### config.mk
export PLATFORM = sky130hd
export DESIGN_NAME = inverse_clarke
export DESIGN_NICKNAME = d
export VERILOG_FILES = /design/src/rtl/mc_fxp_pkg.sv /design/src/rtl/sat_clamp.sv /design/src/rtl/inverse_clarke.sv
export SDC_FILE = /design/constraint.sdc
export NUM_CORES = 1
export LEC_CHECK = 0
export ABC_AREA = 1
export CAP_MARGIN = 20
export CORE_UTILIZATION = 45
export DETAILED_ROUTE_END_ITERATION = 16
export GPL_TIMING_DRIVEN = 0
export PLACE_DENSITY = 0.61
export SLEW_MARGIN = 40
export SYNTH_ARGS = -nofsm -noshare
export SYNTH_HDL_FRONTEND = slang
export SYNTH_SLANG_ARGS = --single-unit
### constraint.sdc
create_clock -name clk -period 11.2 [get_ports clk]
set_input_delay 1.12 -clock clk [delete_from_list [all_inputs] [get_ports clk]]
set_output_delay 1.12 -clock clk [all_outputs]
set_load 0.02 [all_outputs]
### src/rtl/mc_fxp_pkg.sv
// Motor-control fixed-point package: shared widths, constants and FSM state type
// for the Clarke/inverse-Clarke transforms.
package mc_fxp_pkg;

  localparam int MC_Q_BITS  = 15;
  localparam int MC_D_WIDTH = MC_Q_BITS + 3;

  // round(sqrt(3)/2 * 2^q), evaluated at elaboration time only
  function automatic int k_sqrt3_2(input int q);
    return $rtoi(0.86602540378 * (2.0 ** q) + 0.5);
  endfunction

  localparam int MC_K = k_sqrt3_2(MC_Q_BITS);

  typedef enum logic [1:0] {
    IDLE = 2'd0,
    MUL  = 2'd1,
    SUM  = 2'd2
  } ic_state_e;

endpackage

### src/rtl/sat_clamp.sv
// Signed saturating clamp from an IN_W-bit value down to OUT_W bits.
module sat_clamp #(
  parameter int IN_W  = 20,
  parameter int OUT_W = 18
) (
  input  logic signed [IN_W-1:0]  din,
  output logic signed [OUT_W-1:0] dout
);

  localparam logic signed [IN_W-1:0] MAX_V = {{(IN_W-OUT_W+1){1'b0}}, {(OUT_W-1){1'b1}}};
  localparam logic signed [IN_W-1:0] MIN_V = {{(IN_W-OUT_W+1){1'b1}}, {(OUT_W-1){1'b0}}};

  always_comb begin
    if (din > MAX_V)
      dout = MAX_V[OUT_W-1:0];
    else if (din < MIN_V)
      dout = MIN_V[OUT_W-1:0];
    else
      dout = din[OUT_W-1:0];
  end

endmodule

### src/rtl/inverse_clarke.sv
// Inverse Clarke transform (alpha/beta -> a/b/c): three-state sequential datapath
// sharing one multiplier by sqrt(3)/2, with saturated b and c outputs.
module inverse_clarke
  import mc_fxp_pkg::*;
#(
  parameter int D_WIDTH = MC_D_WIDTH,
  parameter int Q_BITS  = MC_Q_BITS
) (
  input  logic                      clk,
  input  logic                      rstb,
  input  logic signed [D_WIDTH-1:0] alpha,
  input  logic signed [D_WIDTH-1:0] beta,
  input  logic                      start,
  output logic signed [D_WIDTH-1:0] a,
  output logic signed [D_WIDTH-1:0] b,
  output logic signed [D_WIDTH-1:0] c,
  output logic                      done,
  output logic                      busy
);

  localparam int P_W   = 2 * D_WIDTH;
  localparam int SUM_W = D_WIDTH + 2;
  localparam logic signed [P_W-1:0] K = P_W'(k_sqrt3_2(Q_BITS));

  ic_state_e                 state_q, state_d;
  logic signed [D_WIDTH-1:0] alpha_q, alpha_d;
  logic signed [D_WIDTH-1:0] beta_q,  beta_d;
  logic signed [P_W-1:0]     prod_q,  prod_d;
  logic signed [D_WIDTH-1:0] a_q, a_d, b_q, b_d, c_q, c_d;
  logic                      done_q, done_d;
  logic                      busy_q, busy_d;

  logic signed [P_W-1:0]     beta_ext;
  logic signed [P_W-1:0]     mult;
  logic signed [SUM_W-1:0]   alpha_ext, h, s, sum_b, sum_c;
  logic signed [D_WIDTH-1:0] b_sat, c_sat;

  // The only multiplier in the block; operands are sign-extended to the full product width.
  assign beta_ext = P_W'(beta_q);
  assign mult     = beta_ext * K;

  // Floor shifts: the slice of prod_q above Q_BITS equals prod_q >>> Q_BITS, and
  // its magnitude stays below 2^(D_WIDTH-1), so SUM_W bits hold it without wrap.
  assign alpha_ext = SUM_W'(alpha_q);
  assign h         = alpha_ext >>> 1;
  assign s         = prod_q[Q_BITS +: SUM_W];
  assign sum_b     = s - h;
  assign sum_c     = -h - s;

  sat_clamp #(.IN_W(SUM_W), .OUT_W(D_WIDTH)) u_sat_b (.din(sum_b), .dout(b_sat));
  sat_clamp #(.IN_W(SUM_W), .OUT_W(D_WIDTH)) u_sat_c (.din(sum_c), .dout(c_sat));

  always_comb begin
    // NOTE: every signal driven here gets a default first so no path infers a latch.
    state_d = state_q;
    alpha_d = alpha_q;
    beta_d  = beta_q;
    prod_d  = prod_q;
    a_d     = a_q;
    b_d     = b_q;
    c_d     = c_q;
    done_d  = 1'b0;

    unique case (state_q)
      IDLE: begin
        if (start) begin
          alpha_d = alpha;
          beta_d  = beta;
          state_d = MUL;
        end
      end
      MUL: begin
        prod_d  = mult;
        state_d = SUM;
      end
      SUM: begin
        a_d     = alpha_q;
        b_d     = b_sat;
        c_d     = c_sat;
        done_d  = 1'b1;
        state_d = IDLE;
      end
      default: state_d = IDLE;
    endcase

    busy_d = (state_d != IDLE);
  end

  // NOTE: state registers use non-blocking assignments so all flops update together at the edge.
  always_ff @(posedge clk or negedge rstb) begin
    if (!rstb) begin
      state_q <= IDLE;
      alpha_q <= '0;
      beta_q  <= '0;
      prod_q  <= '0;
      a_q     <= '0;
      b_q     <= '0;
      c_q     <= '0;
      done_q  <= 1'b0;
      busy_q  <= 1'b0;
    end else begin
      state_q <= state_d;
      alpha_q <= alpha_d;
      beta_q  <= beta_d;
      prod_q  <= prod_d;
      a_q     <= a_d;
      b_q     <= b_d;
      c_q     <= c_d;
      done_q  <= done_d;
      busy_q  <= busy_d;
    end
  end

  assign a    = a_q;
  assign b    = b_q;
  assign c    = c_q;
  assign done = done_q;
  assign busy = busy_q;

endmodule
Word-level counts from Yosys, hierarchy flattened:

Cells that the tools add are included.

* bits in writable memories: 0
* output and inout port bits: 56
* latch bits: 0
* logic and storage cells: 29
* ROM bits: 0
* register bits: 127
* memories: 0

* order comparisons: 4
* reductions and logical operators: 3
* bitwise operators: 0
* shifts and indexed selects: 0
* equality and inequality tests: 2
* div/mod/pow operators: 0
* $mul: 1
* add/sub/neg operators: 3
* mux-type cells: 7

Operator list (count)
* 18-bit 2-to-1 mux: 4
* 20-bit by 18-bit > comparator with 1-bit output (second input constant): 2
* 20-bit by 18-bit < comparator with 1-bit output (second input constant): 2
* 18-bit by 15-bit multiplier with 33-bit output (second input constant): 1
* 17-bit negator with 20-bit output: 1
* 19-bit by 17-bit subtractor with 20-bit output: 1
* 20-bit by 19-bit subtractor with 20-bit output: 1
* 2-bit one-hot mux with 2 select lines: 1
* 2-bit by 1-bit == test with 1-bit output (second input constant): 1
* 2-bit == test (second input constant): 1
* 2-bit zero test: 1
* 2-bit 2-to-1 mux: 1
* 2-bit AND reduction: 1
* 2-bit nonzero test: 1
* 1-bit 2-to-1 mux: 1

Logic depth before layout (Yosys ltp):

* word-level depth: 5
* mapped depth: 25
* depth with buffers taken out: 25

Hierarchy:

From an unflattened synthesis, not the netlist that was laid out.

* cells, all modules: 1786
* area, all modules: 13696.9 um^2

Modules (own cells, without submodules)
* inverse_clarke: times used 1, area an instance 13271.5 um^2, cells each 1706
* sat_clamp: times used 2, area an instance 212.7 um^2, cells each 40

Worst setup path before layout:

OpenSTA, ideal clock, no wires.

* path kind: register -> register
* start: register beta_q[17]
* end: register prod_q[32]
* required time: 11.065 ns
* library setup time: 0.135 ns
* stages on the path, launching flop included: 19
* setup slack: 6.199 ns
* arrival: 4.866 ns
* cell sequence: dfrtp_1 -> ha_1 -> fa_1 -> fa_1 -> fa_1 -> inv_1 -> fa_1 -> inv_1 -> fa_1 -> inv_1 -> ha_1 -> nand2_1 -> nor2_1 -> nand2_1 -> nor4_1 -> nand2_1 -> nand2_1 -> xor2_1 -> o21ai_0

* longest elaborated chain between the ends: 1

Ends and longest elaborated chain
* start, declared: RTL line inverse_clarke.sv:27 `logic signed [D_WIDTH-1:0] beta_q, beta_d;`
* start signal, assigned: RTL line inverse_clarke.sv:104 `beta_q <= beta_d;`
* 18-bit by 15-bit multiplier with 33-bit output: RTL line inverse_clarke.sv:40 `assign mult = beta_ext * K;`
* end signal, assigned: RTL line inverse_clarke.sv:105 `prod_q <= prod_d;`
* end, declared: RTL line inverse_clarke.sv:28 `logic signed [P_W-1:0] prod_q, prod_d;`

Every way passes these cells.
A chain may end at the register's enable or synchronous reset.

Worst setup path after layout:

* start: register beta_q[17]
* end: register prod_q[33] (netlist name)

* longest elaborated chain between the ends: 1

Ends and longest elaborated chain (RTL line)
* 18-bit by 15-bit multiplier with 33-bit output: inverse_clarke.sv:40

Every way passes these cells.

==> qor.csv <==
metric,value,unit
status,"finished, final reports clean",
Num CTS Buffers,17,
Final ANT Viol Nets,0,
dominant cell type by area after synthesis,dfrtp_1,
max incr delay on CP,0.78,ns
vias post-DR,10500,
met1 usage,36.3,%
Main synth FF type,dfrtp_1,
number of DRC markers in iteration 0,718,
Async SR Flop Fraction,100,%
Worst R2R End,prod_q[33],
Final Hold Viols,0,
cell family contributing the most delay on the critical path,adder cells,
Total Routing Usage GR,24.3,%
global routing usage on met3,3.77,%
Post-CTS Resized,0,
GR Layer Usage met2,37.3,%
Clock Path Buffers,2,
Die Ht,171,um
RSZ-0062 raised after global routing,no,
Root Buffer,clkbuf_16,
first-pass GRT wire length,54000,um
Final Util,53.3,%
Mapped Cells,1594,
die area,0.0292,mm^2
synthesized area per cell,8.06,um^2
Crit. End Element,flop,
Final min period,5.89,ns
Least-Margin Pin Slew,0.812,ns
Congestion Overflow GR,0,
largest net degree at the start of global routing,59,
synth cell count leaders,"358 x nand2_1, 325 x inv_1, 166 x ha_1, 131 x fa_1, 113 x dfrtp_1",
H-tree depth,4,
Final nets,2044,
io pins,95,
Remaining DRCs,0,
#FFs+latches synth,113,
ant diodes,0,
pre-CTS setup slack,5.40,ns
MaxCap Viol Count,0,
Post-synth EDFFs,0,
"most used cell, CP",fa_1,
IO Port Bufs,94,
Layout Skew,0.0177,ns
hold_buf cts,0,
CP max-delay cell,dfrtp_1,
post-synth top area share,22.0,%
Post-Layout Cell Count,2099,
Hold Path Stages,2,
Tightest Hold Check Type,reg -> reg,
FMAX,170,MHz
WS Path Type,reg -> reg,
ratio of cells with drive above 1 in the final layout,4.59,%
Via density,4.99,
Mapped Nets,1930,
Worst Reg2Reg Path Length in Cells,19,
Hold Path Origin,a[0],
Syn-to-layout area delta,15.9,%
R2R setup slack,5.31,ns
Critical Path Source,beta_q[17],
Worst Path Arrival,6.18,ns
TritonCTS Sinks,113,
worst r2r src,beta_q[17],
dominant cells by area after synthesis,"dfrtp_1 22%, fa_1 20%, ha_1 16%",
vias in the first global route,10100,
gr busiest metal,met2,
setup ws final,5.31,ns
Finish-stage setup viols,0,
mapped cell area,0.0128,mm^2
drt pass-1 iters,6,
Slew Limit Fails,0,
Ys Warns,0,
placeable core area,0.0279,mm^2
Fin Setup TNS,0,ns
Clock Latency Late Sink,0.42,ns
fin crit share,52.6,%
placed cell count,2067,
Die W,171,um
Max transition margin,45.9,%
TritonCTS clock tree,done,
post-DP HPWL,28700,um
worst path cell trace,ha_1 -> fa_1 -> fa_1 -> fa_1 -> inv_1 -> fa_1 -> inv_1 -> fa_1 -> inv_1 -> ha_1 -> nand2_1 -> o21ai_0 -> a21oi_1 -> o21ai_0 -> a21oi_1 -> nand2_1 -> nand2_1 -> nand3_1 -> nand2_1,
peak fanout along the critical path,17,
detailed-route wire length per cell,16.1,um
"Seq/Total Area, Yosys",22.0,%
Bufs and invs on worst path,3,
WP depth,19,
top-count cell post-synth,nand2_1,
Starting Density,46.0,%
Startpoint Class,flop,
"Reg clk slew, reported paths",0.07,ns
post-CTS setup buffers,0,
Row Count,61,
worst endpoint required time,11.49,ns
synth unique cells,36,
WL final,33800,um
initial antenna violation count,0,
Setup crit end,prod_q[33],
Final Wtd Congestion,0.913,
-- per-layer routing --
metal | vias up | part of all wire [%]
met5 | - | 0
met4 | 0 | 0.75
met3 | 25 | 5.7
met2 | 263 | 44
met1 | 5006 | 49
li1 | 5186 | -
-- worst reg2reg max path, cell delays in order, from the launching register on --
cell and delay, ns:
dfrtp_1 0.78, ha_1 0.46, fa_1 0.53, fa_1 0.53, fa_1 0.55, inv_1 0.05
fa_1 0.52, inv_1 0.05, fa_1 0.50, inv_1 0.04, ha_1 0.45, nand2_1 0.11
o21ai_0 0.45, a21oi_1 0.11, o21ai_0 0.17, a21oi_1 0.10, nand2_1 0.11, nand2_1 0.05
nand3_1 0.13, nand2_1 0.08
-- how the worst min path moves through the flow --
stage                            end  slack [ns]
after floorplan           alpha_q[0]        0.45
after global placement          a[0]        0.46
after detailed placement        a[0]        0.47
after CTS                       a[0]        0.48
after global routing           a[16]        0.50
final                           a[0]        0.48
-- metrics by stage --
stage	hold WS [ns]	instance area (um^2)
after CTS	0.484	14900
after global placement	0.461	14300
after global routing	0.504	14900
final	0.478	14900
after detailed placement	0.468	14300
after floorplan	0.449	12800
-- cells by family (layout without fill, tap and decap cells) --
group	after synthesis	count (layout)	synth area share, %
and+or+nand+nor	572	572	18.3
buffers and inverters	351	478	10.5
adders and majority gates	297	297	36.6
AOI/OAI and AO/OA	215	215	9.44
DFF	113	113	22.0
xor gates and xnor gates	46	46	3.14
-- placed cells by master, fill, tap and decap left out, drive strengths merged, types with 5 or more instances in the layout --
cell	instances
a21oi	100
buf	6
clkbuf	35
clkdlybuf4s50	93
dfrtp	113
fa	131
ha	166
inv	339
nand2	370
nand3	56
nand3b	6
nand4	8
nor2	114
nor3	9
nor4	5
o21ai	91
o21bai	8
xnor2	18
xor2	28
-- registers in the layout, summed over array words and instances, names as in the netlist --
signal,count
alpha_q,18
busy,1
state_q,2
c,18
done,1
prod_q,19
beta_q,18
b,18
a,18
-- cell type report --
cell class / instances / area [um^2]
buffer: 22 / 113
clock buffer: 17 / 425
clock inverter: 15 / 161
fill: 2702 / 13100
inverter: 329 / 1230
multi-input combinational: 1130 / 8670
sequential: 113 / 2830
tap: 378 / 473
timing repair buffer: 95 / 973
Power is left out: the tool's default activity adds up to more than one toggle a clock period on the data nets, which glitch-free logic cannot reach.
